**src/rtl/perlane_scrambler.sv**
```systemverilog
// Transmit-side per-lane scrambler: four independent 64-bit slices of G(x)=1+x^39+x^58,
// registered toward the lower layer, with saturating word/error statistics.
module perlane_scrambler #(
  parameter logic [57:0] SEED       = 58'h3FF_FFFF_FFFF_FFFF,
  parameter bit          SCR_BYPASS = 1'b0,
  parameter int          CNT_W      = 32
) (
  input  logic             clk,
  input  logic             reset_n,
  input  logic             in_enable,
  input  logic [255:0]     in_txdata,
  input  logic             in_txdata_valid,
  input  logic             in_txdata_error,
  output logic             out_idle,
  output logic [255:0]     out_txdata,
  output logic             out_txdata_valid,
  output logic             out_txdata_error,
  input  logic             in_idle,
  input  logic             in_cnt_clear,
  output logic [CNT_W-1:0] out_word_cnt,
  output logic [CNT_W-1:0] out_err_cnt
);

  localparam logic [CNT_W-1:0] CNT_MAX = {CNT_W{1'b1}};
  localparam logic [CNT_W-1:0] CNT_ONE = {{(CNT_W-1){1'b0}}, 1'b1};

  logic [3:0][57:0] state_r;
  logic [3:0][57:0] state_next_s;
  logic [255:0]     scr_s;
  logic [255:0]     data_next_s;
  logic [255:0]     txdata_r;
  logic             txvalid_r;
  logic             txerr_r;
  logic [CNT_W-1:0] word_cnt_r;
  logic [CNT_W-1:0] err_cnt_r;
  logic             acc_s;

  // Unrolled slice: e[57:0] is the previous 58 scrambled bits (oldest at 0), e[58+i] = s[i].
  function automatic logic [63:0] scramble64(input logic [57:0] st, input logic [63:0] d);
    logic [121:0] e;
    e = {64'd0, st};
    for (int i = 0; i < 64; i++) begin
      e[58+i] = d[i] ^ e[i+19] ^ e[i];
    end
    return e[121:58];
  endfunction

  assign acc_s    = in_enable & in_txdata_valid;
  assign out_idle = in_idle;

  // Scramble all slices and select the word and next state (frozen at SEED in bypass)
  always_comb begin
    scr_s        = 256'd0;
    data_next_s  = 256'd0;
    state_next_s = state_r;
    for (int k = 0; k < 4; k++) begin
      scr_s[64*k +: 64] = scramble64(state_r[k], in_txdata[64*k +: 64]);
    end
    if (SCR_BYPASS) begin
      data_next_s  = in_txdata;
      state_next_s = {4{SEED}};
    end else begin
      data_next_s = scr_s;
      for (int k = 0; k < 4; k++) begin
        state_next_s[k] = scr_s[64*k+6 +: 58];
      end
    end
  end

  // Output register and slice-state update on accepted words
  always_ff @(posedge clk) begin
    if (!reset_n) begin
      state_r   <= {4{SEED}};
      txdata_r  <= 256'd0;
      txvalid_r <= 1'b0;
      txerr_r   <= 1'b0;
    end else if (acc_s) begin
      state_r   <= state_next_s;
      txdata_r  <= data_next_s;
      txvalid_r <= 1'b1;
      txerr_r   <= in_txdata_error;
    end else begin
      txvalid_r <= 1'b0;
      txerr_r   <= 1'b0;
    end
  end

  // Saturating statistics; a clear wins over a same-cycle increment
  always_ff @(posedge clk) begin
    if (!reset_n) begin
      word_cnt_r <= {CNT_W{1'b0}};
      err_cnt_r  <= {CNT_W{1'b0}};
    end else if (in_cnt_clear) begin
      word_cnt_r <= {CNT_W{1'b0}};
      err_cnt_r  <= {CNT_W{1'b0}};
    end else begin
      if (acc_s && (word_cnt_r != CNT_MAX)) begin
        word_cnt_r <= word_cnt_r + CNT_ONE;
      end else begin
        word_cnt_r <= word_cnt_r;
      end
      if (acc_s && in_txdata_error && (err_cnt_r != CNT_MAX)) begin
        err_cnt_r <= err_cnt_r + CNT_ONE;
      end else begin
        err_cnt_r <= err_cnt_r;
      end
    end
  end

  assign out_txdata       = txdata_r;
  assign out_txdata_valid = txvalid_r;
  assign out_txdata_error = txerr_r;
  assign out_word_cnt     = word_cnt_r;
  assign out_err_cnt      = err_cnt_r;

endmodule

```
**config.mk**
```make
export PLATFORM = sky130hd
export DESIGN_NAME = perlane_scrambler
export DESIGN_NICKNAME = d
export VERILOG_FILES = /design/src/rtl/perlane_scrambler.sv
export SDC_FILE = /design/constraint.sdc
export NUM_CORES = 1
export LEC_CHECK = 0
export ABC_CLOCK_PERIOD_IN_PS = 3500
export CORE_ASPECT_RATIO = 1.1
export CORE_MARGIN = 8
export CORE_UTILIZATION = 54
export CTS_BUF_LIST = sky130_fd_sc_hd__clkbuf_16
export CTS_CLUSTER_SIZE = 12
export DETAILED_ROUTE_END_ITERATION = 12
export MAX_ROUTING_LAYER = met4
export PLACE_DENSITY_LB_ADDON = 0.08
export SETUP_SLACK_MARGIN = 0.15
export SLEW_MARGIN = 20
export SYNTH_ARGS = -nofsm -noshare
export SYNTH_HDL_FRONTEND = slang
export SYNTH_SLANG_ARGS = --single-unit
```
**constraint.sdc**
```tcl
create_clock -name clk -period 3.5 [get_ports clk]
set_input_delay 0.7 -clock clk [delete_from_list [all_inputs] [get_ports clk]]
set_output_delay 0.7 -clock clk [all_outputs]
set_load 0.05 [all_outputs]
```
Yosys cells after proc, flatten, opt, wreduce, memory -nomap -nowiden
Index checks and enable logic that the tools add are counted.

Flip-flop bits (word level): 554. Input port bits: 263. Output and inout port bits: 323. Logic and storage cells: 533.

$add $sub $neg: 2. Equal/unequal tests: 2. Muxes and demuxes: 1. Bitwise gates (word level): 514. Reductions and logical operators: 5.

Operators with widths (number): 1-bit bitwise XOR (512); 32-bit by 1-bit adder with 32-bit output, second input constant (2); 32-bit inequality test, second input constant (2); 1-bit logical AND (3); 2-bit AND reduction (1); 2-bit OR reduction (1); 1-bit AND (1); 1-bit two-way mux (1); 1-bit NOT (1).

Longest topological paths before layout
Depth in word-level cells: 4. Depth in mapped cells: 8. Gate-level depth less buffers: 6.

Worst setup path before layout
No wires, ideal clock.

Path kind: flip-flop to flip-flop. From: register word_cnt_r[8], in the netlist out_word_cnt[8]. To: register word_cnt_r[23], in the netlist out_word_cnt[23]. Library setup time: 70 ps. Arrival: 2429 ps. Data required time: 3430 ps. Slack: 1001 ps. Cell stages (with the launch flop): 6. Buffers on the path: 0. Period minus slack after synthesis: 2499 ps. Cell sequence: dfxtp_1 -> nand4_2 -> or4_4 -> or3_4 -> or4_1 -> a21oi_1.

Word-level cells in the longest chain between the ends: 2. Elaborated cells on any way between the ends: 3. Classes of those cells: add/sub (1); eq/ne (1); reduce/logical (1).

RTL lines: start: declaration (RTL line 34) `logic [CNT_W-1:0] word_cnt_r;`; start signal: assignment (RTL line 91) `word_cnt_r <= {CNT_W{1'b0}};`; start signal: assignment (RTL line 94) `word_cnt_r <= {CNT_W{1'b0}};`; start signal: assignment (RTL line 98) `word_cnt_r <= word_cnt_r + CNT_ONE;`; parallel branches: the longest is 2 deep, another holds 32-bit by 1-bit adder with 32-bit output.

Parallel ways; which one is timed is not known. A chain may end at the register's enable or synchronous reset.

Worst setup path in the final report
From: register word_cnt_r[1], in the netlist out_word_cnt[1]. To: output out_word_cnt[1].

RTL lines: end: declaration (RTL line 20) `output logic [CNT_W-1:0] out_word_cnt,`.

No word-level cell between the ends.

==> impl_metrics.yaml <==
outcome:
  status: "finished, final reports clean"
pwr:
  pwr-share-comb_pct: 25.5
  clock_power_share_pct: 32.2
  ir_drop_mv: 0.4124
  internal_power_mw: 11.63
  power_density_mw_per_mm2: 524.0
  p_leak_nw: 12.52
  p_seq_share_pct: 42.3
  netSwitchingPower_mw: 5.453
  switching_share_pct: 31.92
routing:
  routedWlPerCell_um: 21.09
  drcViolationCount: 0
  drt-met1-wl_um: 31220
  routed.top_layer: "met4"
  wirelength_um: 82550
  wl_met3_um: 7335
  initialDrtViolationCount: 1642
  dr_wl_met2_um: 40430
  via_per_inst: 5.414
  ant_nets: 0
  first_pass_iters: 6
  num_vias: 21189
sta:
  hold_viol_final: 0
  setup_violations: 0
  whs_ns: 0.4079
  max_slew_margin_pct: 38.91
  slew_viol_final: 0
  max_freq_ghz: 0.3690
  min_period_ns: 2.710
  fin_skew_ns: 0.02092
  tightest_slew_ns: 0.9130
  post-route-period-util_pct: 77.43
  rsz0062_at_grt: "no"
  tns_ns: 0
final_layout:
  final_nets: 3530
  fillers: 3540
  final_cell_mix: "clkdlybuf4s50_1, nand2_1, dfxtp_1"
  design_area_mm2: 0.03260
  final_common_cell: "clkdlybuf4s50_1"
  syn_to_final_growth_pct: 32.36
  final_layout_size_suffix_gt1_share_pct: 3.515
cts:
  clkSlewWorstSetupHoldPaths_ns: 0.06
  cts_tree: "built"
  clock-sinks: 554
  cts_resized: 0
  cts-root-buf: "clkbuf_16"
  clock_latency_ns: 0.61
  post_cts_buffers: 0
  cts.htree.levels: 2
  cts.path.max_buffers: 3
  cts_hold_buf: 0
  numCtsBuffers: 56
worst_setup_path:
  timing.rr.end: "out_err_cnt[17]"
  crit_chain: "clkdlybuf4s50_1"
  crit_path_end_kind: "output pin"
  cp_slowest_cell: "clkdlybuf4s50_1"
  reg2reg_from: "out_err_cnt[0]"
  worst-path-max-fanout: 7
  cp.arrival_ns: 2.01
  critical-path-top-delay-family: "buffers and inverters"
  slowest_delay_ns: 0.92
  worst-path-stages: 1
  crit_path_start_kind: "flop"
  worstSetupPathType: "flop to output pin"
  cp_num_buf_inv: 1
  crit_path_end: "out_word_cnt[1]"
  startpoint: "out_word_cnt[1]"
  reg2reg_depth: 6
  worstPathRequired_ns: 2.80
  r2r_slack_ns: 0.89
min_path:
  worstHoldPathCells: 2
  hp-class: "primary input to flop"
synth:
  syn_area_per_cell_um2: 8.900
  synth_flop_cell: "dfxtp_1"
  yosysTopAreaCell: "dfxtp_1"
  yosys_warnings: 0
  synth_top_area_share_pct: 45.04
  synth_area_leaders: "dfxtp_1, xnor2_1, nand2_1"
  async_reset_ff_share_pct: 0
  synth_cell_types: 53
  syn_inst: 2767
  synth_area_mm2: 0.02463
  ys_seq_area_share_pct: 45.04
  synth_edf_count: 0
  ys_ff_latch: 554
  syn_nets: 3032
floorplanning:
  core_mm2: 0.04535
  pin_count: 586
  die_area_mm2: 0.05270
  start_util_pct: 54.30
  rows: 82
  fp.dieH_um: 240.0
  fp.dieW_um: 219.6
placed_design:
  dp_hpwl_um: 63490
  place_area_mm2: 0.03090
  portBuffers: 583
  gp_congestion: 0.9388
global_route:
  antenna_found_initial: 22
  grt_max_degree: 198
  grt.total_usage_pct: 30.79
  grt_pass1_wl_um: 121900
  first_global_vias: 20537
  grt_overflow_total: 0
job:
  maxCapViolCount: 0
==> cells in the mapped netlist (4+ instances only) <==
cell and instances:
nand2_1 555, dfxtp_1 554, xnor2_1 239, xor2_1 236, and2_1 161, clkbuf_1 155
o21ai_0 151, o211ai_1 138, nand3_1 99, a21boi_0 76, a21oi_1 70, nor2_1 70
nor2b_1 25, nand3b_1 24, o21a_1 24, xnor3_1 24, or4_1 21, o31ai_1 17
or3_1 17, nand4_1 15, and3_1 10, and4_1 10, nor3_1 9, buf_1 8
inv_1 8, a31o_2 6, buf_2 4, or3_2 4
==> layer usage <==
metal	up-vias	GRT usage [%]
met5	-	-
met1	10076	34.19
li1	10257	-
met4	0	12.44
met3	167	9.147
met2	689	51.46
==> worst min-delay path by stage <==
stage / startpoint / to / slack, ns
final: reset_n / state_r[102] / 0.41
after global routing: reset_n / state_r[102] / 0.40
after CTS: reset_n / state_r[102] / 0.37
after detailed placement: out_txdata[233] / out_txdata[233] / 0.46
after global placement: out_txdata[114] / out_txdata[114] / 0.45
after floorplan: state_r[129] / state_r[129] / 0.46
==> sequential cells by signal, indices dropped and copies added, names as in the netlist <==
signal            cells
out_err_cnt          32
out_txdata          256
out_txdata_error      1
out_txdata_valid      1
out_word_cnt         32
state_r             232
==> metrics by stage <==
| stage | util (%) | worst slack (ns) | total power, mW | instances |
|---|---|---|---|---|
| after floorplan | - | 1.001 | 10.10 | 2767 |
| after global routing | 71.85 | 0.6453 | 17.76 | 3910 |
| after CTS | 71.73 | 0.7557 | 17.17 | 3888 |
| after detailed placement | 68.14 | 0.3150 | 11.69 | 3795 |
| final | 71.88 | 0.7899 | 17.08 | 3914 |
| after global placement | 68.14 | 0.3748 | 11.62 | 3795 |
==> cell type report <==
type,instances,area (µm²),share of cell area (%)
Tap cell,588,735.7,2.257
Clock buffer,57,1426,4.376
Timing Repair Buffer,612,6196,19.01
Multi-Input combinational cell,2033,12850,39.42
Sequential cell,554,11090,34.03
Inverter,8,30.03,0.09213
Antenna cell,26,65.06,0.1996
Clock inverter,36,201.4,0.6180
==> kinds of logic (layout without fill, tap and decap cells) <==
logic type / after synthesis / in the layout / synth area share, %
compound gates: 495 / 495 / 12.93
xor+xnor: 499 / 499 / 19.09
fa+ha+maj: 2 / 2 / 0.1016
buf+inv: 180 / 713 / 2.835
flops: 554 / 554 / 45.04
mux: 2 / 2 / 0.08130
other cells: 0 / 26 / 0
simple gates: 1035 / 1035 / 19.93
==> power by group through the flow <==
stage                     logic (mW)  registers (mW)  clock network (mW)
after floorplan                 1.98            8.12                   0
after global placement          4.29            7.32                   0
after detailed placement        4.35            7.34                   0
after CTS                       4.37            7.21                5.58
after global routing            4.65            7.27                5.84
final                           4.36            7.22                5.50
Power figures use the tool's default switching activity.
